### src/rtl/fwd_hazard_scoreboard.sv
// Forwarding and hazard unit for the 5-stage pipeline.
// Shadows the destination registers of the instructions in EX and MEM.
// Produces registered EX-stage forward selects, load-use stall/bubble, MUL hold and a stall counter.
// The WB slot is not stored: the regfile is write-first, so nothing here ever reads it.
module fwd_hazard_scoreboard #(
    parameter int unsigned REG_AW  = 5,
    parameter int unsigned NUM_SRC = 2,
    parameter int unsigned MUL_LAT = 3,
    parameter int unsigned CNT_W   = 16
) (
    input  logic                        clk,
    input  logic                        rst_n,
    input  logic                        id_valid,
    input  logic [NUM_SRC*REG_AW-1:0]   id_src,
    input  logic [NUM_SRC-1:0]          id_src_used,
    input  logic [REG_AW-1:0]           id_rd,
    input  logic                        id_reg_write,
    input  logic                        id_is_load,
    input  logic                        id_is_mul,
    input  logic                        flush,
    output logic [NUM_SRC*2-1:0]        fwd_sel,
    output logic                        stall_id,
    output logic                        bubble_ex,
    output logic                        hold_ex,
    output logic [CNT_W-1:0]            stall_cnt
);

    localparam int unsigned FWD_W  = NUM_SRC * 2;
    localparam int unsigned BUSY_W = (MUL_LAT > 1) ? $clog2(MUL_LAT) : 1;
    localparam logic [BUSY_W-1:0] MUL_HOLD = BUSY_W'(MUL_LAT - 1);

    localparam logic [1:0] FWD_RF    = 2'b00;
    localparam logic [1:0] FWD_EXMEM = 2'b10;
    localparam logic [1:0] FWD_MEMWB = 2'b01;

    typedef struct packed {
        logic              valid;
        logic              wr;
        logic              load;
        logic [REG_AW-1:0] rd;
    } ex_slot_t;

    typedef struct packed {
        logic              valid;
        logic              wr;
        logic [REG_AW-1:0] rd;
    } mem_slot_t;

    ex_slot_t          ex_q,        ex_d;
    mem_slot_t         mem_q,       mem_d;
    logic [BUSY_W-1:0] busy_q,      busy_d;
    logic [FWD_W-1:0]  fwd_sel_q,   fwd_sel_d;
    logic [CNT_W-1:0]  stall_cnt_q, stall_cnt_d;

    logic [FWD_W-1:0]  fwd_calc_c;
    logic              load_use_c;

    // Match each used ID operand against the EX and MEM shadow slots.
    always_comb begin : operand_match
        logic [REG_AW-1:0] src;
        logic              ex_hit;
        logic              mem_hit;
        src        = '0;
        ex_hit     = 1'b0;
        mem_hit    = 1'b0;
        fwd_calc_c = '0;
        load_use_c = 1'b0;
        for (int k = 0; k < NUM_SRC; k++) begin
            src     = id_src[k*REG_AW +: REG_AW];
            ex_hit  = ex_q.valid & ex_q.wr & (ex_q.rd == src) & (src != '0);
            mem_hit = mem_q.valid & mem_q.wr & (mem_q.rd == src) & (src != '0);
            if (id_valid && id_src_used[k]) begin
                if (ex_hit) begin
                    fwd_calc_c[k*2 +: 2] = FWD_EXMEM;
                end else if (mem_hit) begin
                    fwd_calc_c[k*2 +: 2] = FWD_MEMWB;
                end else begin
                    fwd_calc_c[k*2 +: 2] = FWD_RF;
                end
                if (ex_q.load && ex_hit) begin
                    load_use_c = 1'b1;
                end
            end
        end
    end

    assign hold_ex   = (busy_q != '0);
    assign bubble_ex = load_use_c & ~hold_ex;
    assign stall_id  = hold_ex | load_use_c;
    assign fwd_sel   = fwd_sel_q;
    assign stall_cnt = stall_cnt_q;

    // Shadow pipeline advance: flush beats MUL hold beats load-use bubble beats normal issue.
    always_comb begin : next_state
        ex_d        = ex_q;
        mem_d       = mem_q;
        busy_d      = busy_q;
        fwd_sel_d   = fwd_sel_q;
        stall_cnt_d = stall_cnt_q;

        if (stall_id && (stall_cnt_q != '1)) begin
            stall_cnt_d = stall_cnt_q + CNT_W'(1);
        end

        if (flush) begin
            // The instruction already in EX still retires; ID and EX are squashed.
            ex_d      = '0;
            mem_d     = '{valid: ex_q.valid, wr: ex_q.wr, rd: ex_q.rd};
            busy_d    = '0;
            fwd_sel_d = '0;
        end else if (hold_ex) begin
            // MUL keeps EX and its already-latched operands; MEM sees NOPs meanwhile.
            mem_d  = '0;
            busy_d = busy_q - BUSY_W'(1);
        end else if (bubble_ex) begin
            ex_d      = '0;
            mem_d     = '{valid: ex_q.valid, wr: ex_q.wr, rd: ex_q.rd};
            fwd_sel_d = fwd_calc_c;
        end else begin
            mem_d     = '{valid: ex_q.valid, wr: ex_q.wr, rd: ex_q.rd};
            fwd_sel_d = fwd_calc_c;
            busy_d    = '0;
            if (id_valid) begin
                ex_d = '{valid: 1'b1, wr: id_reg_write, load: id_is_load, rd: id_rd};
                if (id_is_mul) begin
                    busy_d = MUL_HOLD;
                end
            end else begin
                ex_d = '0;
            end
        end
    end

    // State registers with asynchronous clear.
    always_ff @(posedge clk or negedge rst_n) begin
        if (!rst_n) begin
            ex_q        <= '0;
            mem_q       <= '0;
            busy_q      <= '0;
            fwd_sel_q   <= '0;
            stall_cnt_q <= '0;
        end else begin
            ex_q        <= ex_d;
            mem_q       <= mem_d;
            busy_q      <= busy_d;
            fwd_sel_q   <= fwd_sel_d;
            stall_cnt_q <= stall_cnt_d;
        end
    end

endmodule

### config.mk
export PLATFORM = sky130hd
export DESIGN_NAME = fwd_hazard_scoreboard
export DESIGN_NICKNAME = d
export VERILOG_FILES = /design/src/rtl/fwd_hazard_scoreboard.sv
export SDC_FILE = /design/constraint.sdc
export NUM_CORES = 1
export LEC_CHECK = 0
export BUFFER_PORTS_ARGS = -buffer_cell sky130_fd_sc_hd__clkbuf_2
export CORE_UTILIZATION = 53
export DETAILED_ROUTE_END_ITERATION = 10
export PLACE_DENSITY = 0.79
export SYNTH_ARGS = -nofsm -noshare
export SYNTH_HDL_FRONTEND = slang
export SYNTH_SLANG_ARGS = --single-unit
### constraint.sdc
create_clock -name clk -period 2.21 [get_ports clk]
set_input_delay 0.1105 -clock clk [delete_from_list [all_inputs] [get_ports clk]]
set_output_delay 0.1105 -clock clk [all_outputs]
set_load 0.05 [all_outputs]
==> flow_summary_export.csv, run 1 <==
group,metric,value,unit
cts,cts_tree,"done",
global_routing,grt_first_pass_wirelength,7.11,mm
cells_and_area,nNetsFinal,272,
floorplan,die-area,0.00386,mm2
yosys,yosys-mux-area-fraction,1.17,%
cts,clk_latency,350,ps
yosys,synth.distinct_cells,34,
sta,tightest_slew,897,ps
worst_setup_path,reg2reg_slack,90,ps
power,leakagePower,0.00114,uW
worst_setup_path,rr_startpoint,"ex_q[3]$_DFFE_PN0P_",
yosys,synth_adder_area_share,0.652,%
cells_and_area,postLayoutCellArea,0.00242,mm2
route,wire_per_inst,14.6,um
cells_and_area,nFillCells,270,
cts,cts-root-buf,"clkbuf_4",
worst_setup_path,worstPathRequired,2100,ps
placed_design,port_buffers,46,
yosys,syn_nets,207,
cts,htree_levels,2,
placed_design,dpl_cell_area,0.00223,mm2
job,cap_violations,0,
sta,rsz0062_at_grt,"true",
yosys,yosysWarnings,0,
yosys,synthFlopType,"dfrtp_1",
yosys,netlist.area_leader.share,48.3,%
power,ir_drop,0.503,mV
route,routed_via_density,5.35,
placed_design,gp_congestion,0.800,
cells_and_area,drive_above_1_share,33.1,%
route,vias,1572,
yosys,synth_edf_count,0,
floorplan,num_rows,21,
global_routing,antenna_found_initial,0,
yosys,ys_seq_area_share,48.3,%
route,antenna_left,0,
sta,setup_viol_count_final,0,
placed_design,dp_hpwl,2.96,mm
global_routing,globalRouteOverflowTotal,0,
global_routing,grt_usage,24.4,%
sta,hold_viol,0,
sta,skew,7.51,ps
power,p_per_area,762,mW/mm2
status,status,"complete, no violations",
worst_setup_path,crit_path_cell_trace,"xnor2_1, nand4_1, nor4_4, o21ai_4, nand2_1, buf_4",
floorplan,start_util,56.6,%
worst_setup_path,worst_setup_path_start_kind,"flip-flop",
power,fin_total_pwr,1850,uW
global_routing,grt_pass1_vias,1498,
yosys,avgSynthCellArea,10.5,um2
floorplan,die_w,62.2,um
sta,slew_violations,0,
worst_setup_path,cp-end-kind,"output port",
worst_setup_path,crit_start,"ex_q[3]$_DFFE_PN0P_",
placed_design,dpl.cell_count,277,
route,dr.pass1.iters,4,
worst_setup_path,critPathSlowestCell,"dfrtp_1",
yosys,synth_area_leaders,"dfrtp_1 (48%), xnor2_1 (9.6%), xor2_1 (5.0%)",
sta,period_share,96.6,%
worst_setup_path,crit_type,"reg2out",
cts,numCtsBuffers,5,
cells_and_area,antenna_cells_inserted,0,
worst_setup_path,max_stage_delay,440,ps
sta,fin_crit,2140,ps
cts,cts.path.max_buffers,2,
cells_and_area,area_growth,26.2,%
worst_hold_path,hold_class,"in2reg",
worst_setup_path,reg2reg_depth,8,
worst_setup_path,crit_path_max_fanout,4,
worst_setup_path,cp-endpoint,"stall_id",
cells_and_area,fin_cells,294,
worst_setup_path,r2r_end,"stall_cnt[12]$_DFFE_PN0P_",
sta,slew_headroom,40.2,%
cts,clk_pin_slew,110,ps
route,drc,0,
route,wl,4.28,mm
yosys,synthArstFlopShare,100,%
route,drtIter0Drc,70,
yosys,yosysTopAreaCell,"dfrtp_1",
yosys,synthesis.area,0.00192,mm2
yosys,ys_ff_latch,37,
yosys,synth_cells,182,
yosys,synthSimpleGateAreaFrac,24.5,%
floorplan,io_pins,47,
floorplan,dieHeight,62.2,um
yosys,synth_top_family_by_area,"simple AND/OR/NAND/NOR gates",
yosys,ys_top_cells_by_count,"dfrtp_1 (37), nand2_1 (22), xnor2_1 (21), nor2_1 (11), xor2_1 (11)",
cts,clock-sinks,37,
global_routing,grt_start_max_net_pins,38,
yosys,synth_compound_area_share,8.81,%
yosys,synthXorXnorAreaFrac,14.6,%
sta,max_freq,468,MHz
floorplan,coreArea,0.00339,mm2
yosys,yosysMostFrequentCell,"dfrtp_1",
worst_setup_path,cp_data_arrival_time,2030,ps
-- cell usage in the layout (no fill, tap or decap), types with 3 or more instances in the layout --
cell type	count
buf_4	9
dfrtp_1	37
nor3_1	5
nand4_1	8
dlygate4sd3_1	9
xnor2_1	21
a21oi_1	4
nand2_1	22
nand3_2	8
xor2_1	11
and3_1	3
nor2b_1	7
a21oi_2	9
nand3_1	7
clkbuf_2	44
nor2_1	11
clkbuf_4	6
-- stage by stage --
stage | hold slack (ps) | worst slack (ps) | TNS, ps | utilization, %
after detailed placement | 281 | 141 | 0 | 65.9
final | 108 | 74.4 | 0 | 71.4
after floorplan | -185 | 13.1 | 0 | -
after global placement | 283 | 207 | 0 | 65.9
after global routing | 101 | -61.2 | -263 | 71.4
after CTS | 44.5 | 26.3 | 0 | 71.0
-- state kept, by name, indices dropped and copies added (netlist names) --
name	count
stall_cnt	16
ex_q	8
mem_q	7
fwd_sel	4
busy_q	2
-- critical path, delay by kind of cell, from the launching register on --
family          cells  cell delay (ps)
simple gates        3              720
flops               1              440
buf+inv             1              230
xor+xnor            1              160
compound gates      1              120
-- report_power, final --
part	switching [uW]	total, uW	internal (uW)
clock	226	497	270
sequential	85.9	831	745
combinational	358	518	160
total	670	1850	1170
-- logic make-up after synthesis --
kind of cell,Yosys count
mux,2
flops,37
compound gates,21
xor+xnor,32
buf+inv,6
simple gates,83
fa+ha+maj,1
-- routing by layer --
layer / GRT usage, % / up-vias / part of all wire (%) / wire, um
li1: - / 759 / - / -
met1: 32.6 / 753 / 45 / 1910
met5: 0 / - / 0 / 0
met2: 37.6 / 53 / 48 / 2060
met4: 10.8 / 0 / 1.8 / 76
met3: 6.25 / 7 / 5.5 / 235
-- repair_timing --
item / in CTS / in global routing
gates resized for setup: 0 / 6
setup endpoints to repair: 0 / 3
hold buffers: 9 / 0
setup buffers: 0 / 0
hold endpoints to repair: 45 / 0
-- area by class of cell --
| cell class | count | area [um2] | share of cell area [%] |
|---|---|---|---|
| inverter | 1 | 3.75 | 0.155 |
| clock buffer | 7 | 55.1 | 2.27 |
| timing repair buffer | 63 | 385 | 15.9 |
| clock inverter | 1 | 30.0 | 1.24 |
| multi-input combinational | 139 | 963 | 39.8 |
| tap | 46 | 57.6 | 2.38 |
| sequential | 37 | 926 | 38.2 |
-- worst min-delay path by stage --
stage / depth (start not counted) / from / to / slack (ps)
global placement: 1 / rst_n / stall_cnt[11]$_DFFE_PN0P_ / 280
global route: 3 / id_src_used[0] / fwd_sel[0]$_DFFE_PN0P_ / 100
detailed placement: 1 / rst_n / stall_cnt[12]$_DFFE_PN0P_ / 280
finish: 3 / id_src_used[0] / fwd_sel[0]$_DFFE_PN0P_ / 110
CTS: 3 / id_src_used[0] / fwd_sel[0]$_DFFE_PN0P_ / 40
floorplan: 0 / rst_n / busy_q[0]$_DFFE_PN0P_ / -190
Power figures use the tool's default switching activity.
==> run 2: changes to the inputs <==
--- a/config.mk
+++ b/config.mk
@@ -5,8 +5,9 @@
 export SDC_FILE = /design/constraint.sdc
 export NUM_CORES = 1
 export LEC_CHECK = 0
+export ABC_AREA = 1
 export BUFFER_PORTS_ARGS = -buffer_cell sky130_fd_sc_hd__clkbuf_2
-export CORE_UTILIZATION = 53
+export CORE_UTILIZATION = 54
 export DETAILED_ROUTE_END_ITERATION = 10
 export PLACE_DENSITY = 0.79
 export SYNTH_ARGS = -nofsm -noshare
==> flow_summary_export.csv, run 2 <==
group,metric,value,unit
cells_and_area,final_common_cell,"nand2_1",
sta,fin_tns_setup,0,ps
power,swShare,35.3,%
worst_setup_path,cp_data_arrival_time,1930,ps
yosys,yosysTopAreaCell,"dfrtp_1",
placed_design,port_buffers,46,
cts,cts-root-buf,"clkbuf_8",
yosys,syn_nets,307,
placed_design,dpl.cell_count,372,
sta,setup_viol_count_final,0,
yosys,synthArstFlopShare,100,%
cts,htree_levels,2,
worst_setup_path,cp-end-kind,"output port",
worst_setup_path,crit_buf_inv,2,
route,drc,0,
yosys,avgSynthCellArea,7.94,um2
sta,slew_headroom,39.0,%
floorplan,io_pins,47,
yosys,netlist.area_leader.share,41.3,%
sta,slew_violations,0,
power,leakagePower,0.00142,uW
placed_design,gp_congestion,0.831,
cells_and_area,nNetsFinal,355,
global_routing,grt_first_pass_wirelength,8.22,mm
sta,max_freq,491,MHz
floorplan,num_rows,23,
yosys,yosysMostFrequentCell,"nand2_1",
route,vias,1959,
cts,cts.path.max_buffers,2,
status,status,"complete, no violations",
yosys,synth_cells,282,
cells_and_area,final_cell_mix,"nand2_1 (77), clkbuf_2 (45), dfrtp_1 (37)",
floorplan,die_w,66.4,um
power,ir_drop,0.661,mV
route,routed_via_density,5.14,
cells_and_area,postLayoutCellArea,0.00258,mm2
yosys,ys_top_cells_by_count,"nand2_1 (77), dfrtp_1 (37), nand3_1 (32), inv_1 (26), nor2_1 (24)",
global_routing,grt_start_max_net_pins,38,
yosys,ys_seq_area_share,41.3,%
cts,clk_latency,300,ps
cells_and_area,area_growth,15.3,%
worst_setup_path,critPathSlowestCell,"dfrtp_1",
worst_setup_path,crit_path_max_fanout,18,
yosys,synth.distinct_cells,33,
cts,cts_tree,"done",
cts,clock-sinks,37,
route,wire_per_inst,12.3,um
worst_setup_path,crit_type,"reg2out",
global_routing,grt_pass1_vias,1875,
sta,tightest_slew,915,ps
floorplan,start_util,56.0,%
power,p_switching,573,uW
worst_setup_path,path_delay_family,"simple AND/OR/NAND/NOR gates",
yosys,ys_ff_latch,37,
placed_design,dpl_cell_area,0.00249,mm2
yosys,synthesis.area,0.00224,mm2
power,share_comb_of_total_power,22.8,%
yosys,yosysWarnings,0,
route,antenna_left,0,
sta,period_share,92.2,%
worst_setup_path,worst_setup_path_start_kind,"flip-flop",
yosys,synthFlopType,"dfrtp_1",
route,dr.pass1.iters,4,
worst_setup_path,worstPathRequired,2100,ps
worst_setup_path,cp_common_cell,"nand2_1",
cts,clk_pin_slew,80,ps
power,p_seq_share,48.6,%
power,fin_total_pwr,1620,uW
cells_and_area,largest_reg_flops,16,
sta,hold_viol,0,
job,cap_violations,0,
cells_and_area,final_util,64.6,%
global_routing,antenna_found_initial,0,
global_routing,globalRouteOverflowTotal,0,
worst_setup_path,crit_path_cell_trace,"inv_1, nand2_1, nand2_1, nand2_1, nor2_1, nand3_2, nand2_2, nand2_4, nand2_8, clkbuf_4",
route,wl,4.67,mm
sta,fin_crit,2040,ps
sta,rsz0062_at_grt,"false",
power,internal_power,1050,uW
route,drtIter0Drc,102,
yosys,synth_area_leaders,"dfrtp_1 (41%), nand2_1 (13%), nand3_1 (7.2%)",
cts,numCtsBuffers,5,
cells_and_area,antenna_cells_inserted,0,
worst_hold_path,hold_class,"in2reg",
yosys,synth_edf_count,0,
cells_and_area,drive_above_1_share,25.4,%
power,p_per_area,629,mW/mm2
cells_and_area,fin_cells,381,
worst_setup_path,max_stage_delay,400,ps
power,clkPwrFrac,28.6,%
floorplan,dieHeight,66.4,um
sta,skew,10.4,ps
placed_design,dp_hpwl,3.44,mm
floorplan,coreArea,0.00400,mm2
global_routing,grt_usage,24.8,%
floorplan,die-area,0.00441,mm2
run 2: final timing paths:
path / startpoint / slack (ps) / depth (start not counted) / endpoint
hold reg to reg: fwd_sel[2]$_DFFE_PN0P_ / 490 / 2 / fwd_sel[2]$_DFFE_PN0P_
min in group asynchronous: rst_n / 470 / 2 / mem_q[3]$_DFF_PN0_
setup / recovery: ex_q[3]$_DFFE_PN0P_ / 170 / 10 / stall_id
max in group asynchronous: rst_n / 1160 / 2 / fwd_sel[1]$_DFFE_PN0P_
hold / removal: id_rd[2] / 50 / 3 / ex_q[2]$_DFFE_PN0P_
setup reg to reg: stall_cnt[0]$_DFFE_PN0P_ / 370 / 9 / stall_cnt[5]$_DFFE_PN0P_
run 2: power by group through the flow:
stage / clock [uW] / sequential [uW] / combinational (uW)
after floorplan: 0 / 901 / 164
after global placement: 0 / 799 / 366
after detailed placement: 0 / 802 / 371
after CTS: 469 / 790 / 373
after global routing: 490 / 798 / 411
final: 465 / 789 / 371
run 2: cells by family (layout without fill, tap and decap cells):
kind of cell	count (synthesis)	count (layout)	synth area share [%]
DFF	37	37	41.3
and+or+nand+nor	169	169	37.8
adders and majority gates	1	1	0.559
xor gates and xnor gates	23	23	8.99
buffers and inverters	37	86	7.21
AOI/OAI and AO/OA	15	15	4.13
run 2: cell type report:
type | count | area (um2)
Clock inverter | 2 | 10.0
Fill cell | 359 | 1420
Sequential cell | 37 | 926
Inverter | 31 | 116
Timing Repair Buffer | 47 | 243
Tap cell | 50 | 62.6
Clock buffer | 6 | 72.6
Multi-Input combinational cell | 208 | 1150
run 2: metal layers:
metal | up-vias | share of wire, % | global-route usage [%]
met1 | 914 | 47 | 30.7
met5 | - | 0 | 0
met2 | 53 | 48 | 42.7
met4 | 0 | 1.8 | 8.24
li1 | 984 | - | -
met3 | 8 | 3.7 | 5.17
run 2: timing repair:
action                                 4_1_cts  5_1_grt
resized for setup                            0        2
setup endpoints to repair                    0        1
endpoints found under the hold margin       37        0
hold buffers                                 1        0
buffers inserted                             0        0
run 2: metrics by stage:
step | setup slack (ps) | hold slack, ps
after floorplan | 225 | -185
after global placement | 421 | 282
after detailed placement | 358 | 292
after CTS | 132 | 52.0
after global routing | 10.4 | 65.3
final | 173 | 51.4
run 2: worst reg2reg max path: stages (launching register included):
cell      delay [ps]
dfrtp_1          440
ha_1             260
nand3_4          110
nor2_4           160
nand2_4           70
nor2_4           100
nand3b_4         210
nand2_4          280
nand2_1           90
nand2_1           60
==> run 3: changes to the inputs <==
==> constraint.sdc (replaced) <==
create_clock -name clk -period 2.21 [get_ports clk]
set_input_delay 0.1105 -clock clk [delete_from_list [all_inputs] [get_ports clk]]
set_output_delay 0.1105 -clock clk [all_outputs]
set_load 0.01 [all_outputs]
==> flow_summary_export.csv, run 3 (same netlist as run 2, synthesis figures left out) <==
group,metric,value,unit
power,p_per_area,587,mW/mm2
cells_and_area,antenna_cells_inserted,0,
global_routing,use_met2,42.7,%
worst_setup_path,crit_buf_inv,2,
route,routed_via_density,5.09,
cells_and_area,area_growth,15.2,%
route,vias,1941,
worst_setup_path,worst_setup_path_start_kind,"flip-flop",
placed_design,gp_congestion,0.831,
cts,clk_latency,290,ps
global_routing,grt_usage,24.8,%
status,status,"complete, no violations",
worst_setup_path,crit_path_max_fanout,18,
worst_setup_path,crit_start,"ex_q[3]$_DFFE_PN0P_",
worst_setup_path,path_delay_family,"simple AND/OR/NAND/NOR gates",
floorplan,die_w,66.4,um
cts,cts_tree,"done",
worst_setup_path,max_stage_delay,400,ps
cells_and_area,seqCellArea,926,um2
global_routing,use_met3,5.17,%
global_routing,grt-busiest-layer,"met2",
worst_setup_path,cp_common_cell,"nand2_1",
cts,clk_pin_slew,70,ps
sta,hold_viol,0,
cells_and_area,nFillCells,358,
floorplan,dieHeight,66.4,um
cells_and_area,postLayoutCellArea,0.00258,mm2
cells_and_area,drive_above_1_share,25.4,%
worst_hold_path,holdCritStartpoint,"id_is_load",
worst_setup_path,cp-end-kind,"output port",
sta,fin_crit,1930,ps
placed_design,port_buffers,46,
job,cap_violations,0,
sta,tightest_slew,919,ps
sta,setup_viol_count_final,0,
power,leakagePower,0.00142,uW
worst_setup_path,rr_startpoint,"stall_cnt[0]$_DFFE_PN0P_",
worst_setup_path,crit_type,"reg2out",
sta,fin_tns_setup,0,ps
cts,cts_setup_buffers,0,
route,dr.pass1.iters,4,
cells_and_area,nNetsFinal,355,
cts,cts-root-buf,"clkbuf_8",
floorplan,io_pins,47,
route,wire_per_inst,12.2,um
floorplan,coreArea,0.00400,mm2
placed_design,dpl_cell_area,0.00249,mm2
sta,slew_headroom,38.8,%
route,drc,0,
cts,clock-sinks,37,
cts,cts.path.max_buffers,2,
cells_and_area,final_common_cell,"nand2_1",
cts,numCtsBuffers,5,
global_routing,antenna_found_initial,0,
worst_hold_path,hold_class,"in2reg",
sta,skew,9.33,ps
worst_setup_path,critPathSlowestCell,"dfrtp_1",
floorplan,num_rows,23,
cells_and_area,final_util,64.5,%
global_routing,grt_pass1_vias,1875,
worst_setup_path,crit_path_cell_trace,"inv_1, nand2_1, nand2_1, nand2_1, nor2_1, nand3_2, nand2_2, nand2_4, nand2_8, clkbuf_2",
global_routing,use_met1,30.7,%
cells_and_area,multi_input_area,0.00115,mm2
sta,slew_violations,0,
global_routing,grt_start_max_net_pins,38,
worst_setup_path,cp_data_arrival_time,1820,ps
global_routing,globalRouteOverflowTotal,0,
route,wl,4.63,mm
global_routing,grt_first_pass_wirelength,8.22,mm
cells_and_area,largest_reg_flops,16,
placed_design,dp_hpwl,3.44,mm
route,drtIter0Drc,93,
floorplan,start_util,56.0,%
sta,max_freq,519,MHz
route,antenna_left,0,
sta,rsz0062_at_grt,"false",
sta,period_share,87.3,%
cts,htree_levels,2,
cells_and_area,final_cell_mix,"nand2_1 (77), clkbuf_2 (46), dfrtp_1 (37)",
power,ir_drop,0.463,mV
sta,hold_slack,52.7,ps
floorplan,die-area,0.00441,mm2
worst_setup_path,worstPathRequired,2100,ps
[run 3: final timing paths]
check / end / slack [ps] / cells after the start
setup reg to reg: stall_cnt[5]$_DFFE_PN0P_ / 370 / 9
max in group asynchronous: fwd_sel[1]$_DFFE_PN0P_ / 1150 / 2
hold reg to reg: fwd_sel[3]$_DFFE_PN0P_ / 490 / 2
setup / recovery: stall_id / 280 / 10
min in group asynchronous: mem_q[3]$_DFF_PN0_ / 470 / 2
hold / removal: ex_q[5]$_DFFE_PN0P_ / 50 / 3
[run 3: stage by stage]
| step | setup slack (ps) | total power, uW | std cells |
|---|---|---|---|
| finish | 281 | 1510 | 381 |
| global route | 109 | 1590 | 381 |
| CTS | 278 | 1530 | 381 |
| detailed placement | 358 | 1070 | 372 |
| global placement | 421 | 1060 | 372 |
| floorplan | 565 | 963 | 282 |
[run 3: final cells by class]
| type | count | area share [%] |
|---|---|---|
| inverters | 31 | 4.51 |
| repair buffers | 47 | 9.31 |
| flip-flops and latches | 37 | 35.9 |
| clock inverters | 2 | 0.388 |
| well taps | 50 | 2.42 |
| multi-input cells | 208 | 44.7 |
| clock buffers | 6 | 2.81 |
[run 3: layer usage]
metal	vias to the layer above	wire, um	part of all wire (%)
met5	-	0	0
met4	0	85	1.8
met3	8	190	4.1
met2	53	2230	48
met1	896	2120	46
li1	984	-	-
[run 3: report_power, final]
part | switching, uW | total, uW | internal, uW
Sequential | 65.0 | 788 | 723
Clock | 243 | 462 | 219
Combinational | 155 | 265 | 109
[run 3: what timing repair did]
action / CTS / global route
hold buffers: 1 / 0
gates resized for setup: 0 / 0
hold endpoints to repair: 37 / 0
[run 3: worst min-delay path, stage by stage]
cell and delay (ps):
clkbuf_2 80, nand3_1 60, nand2_1 60
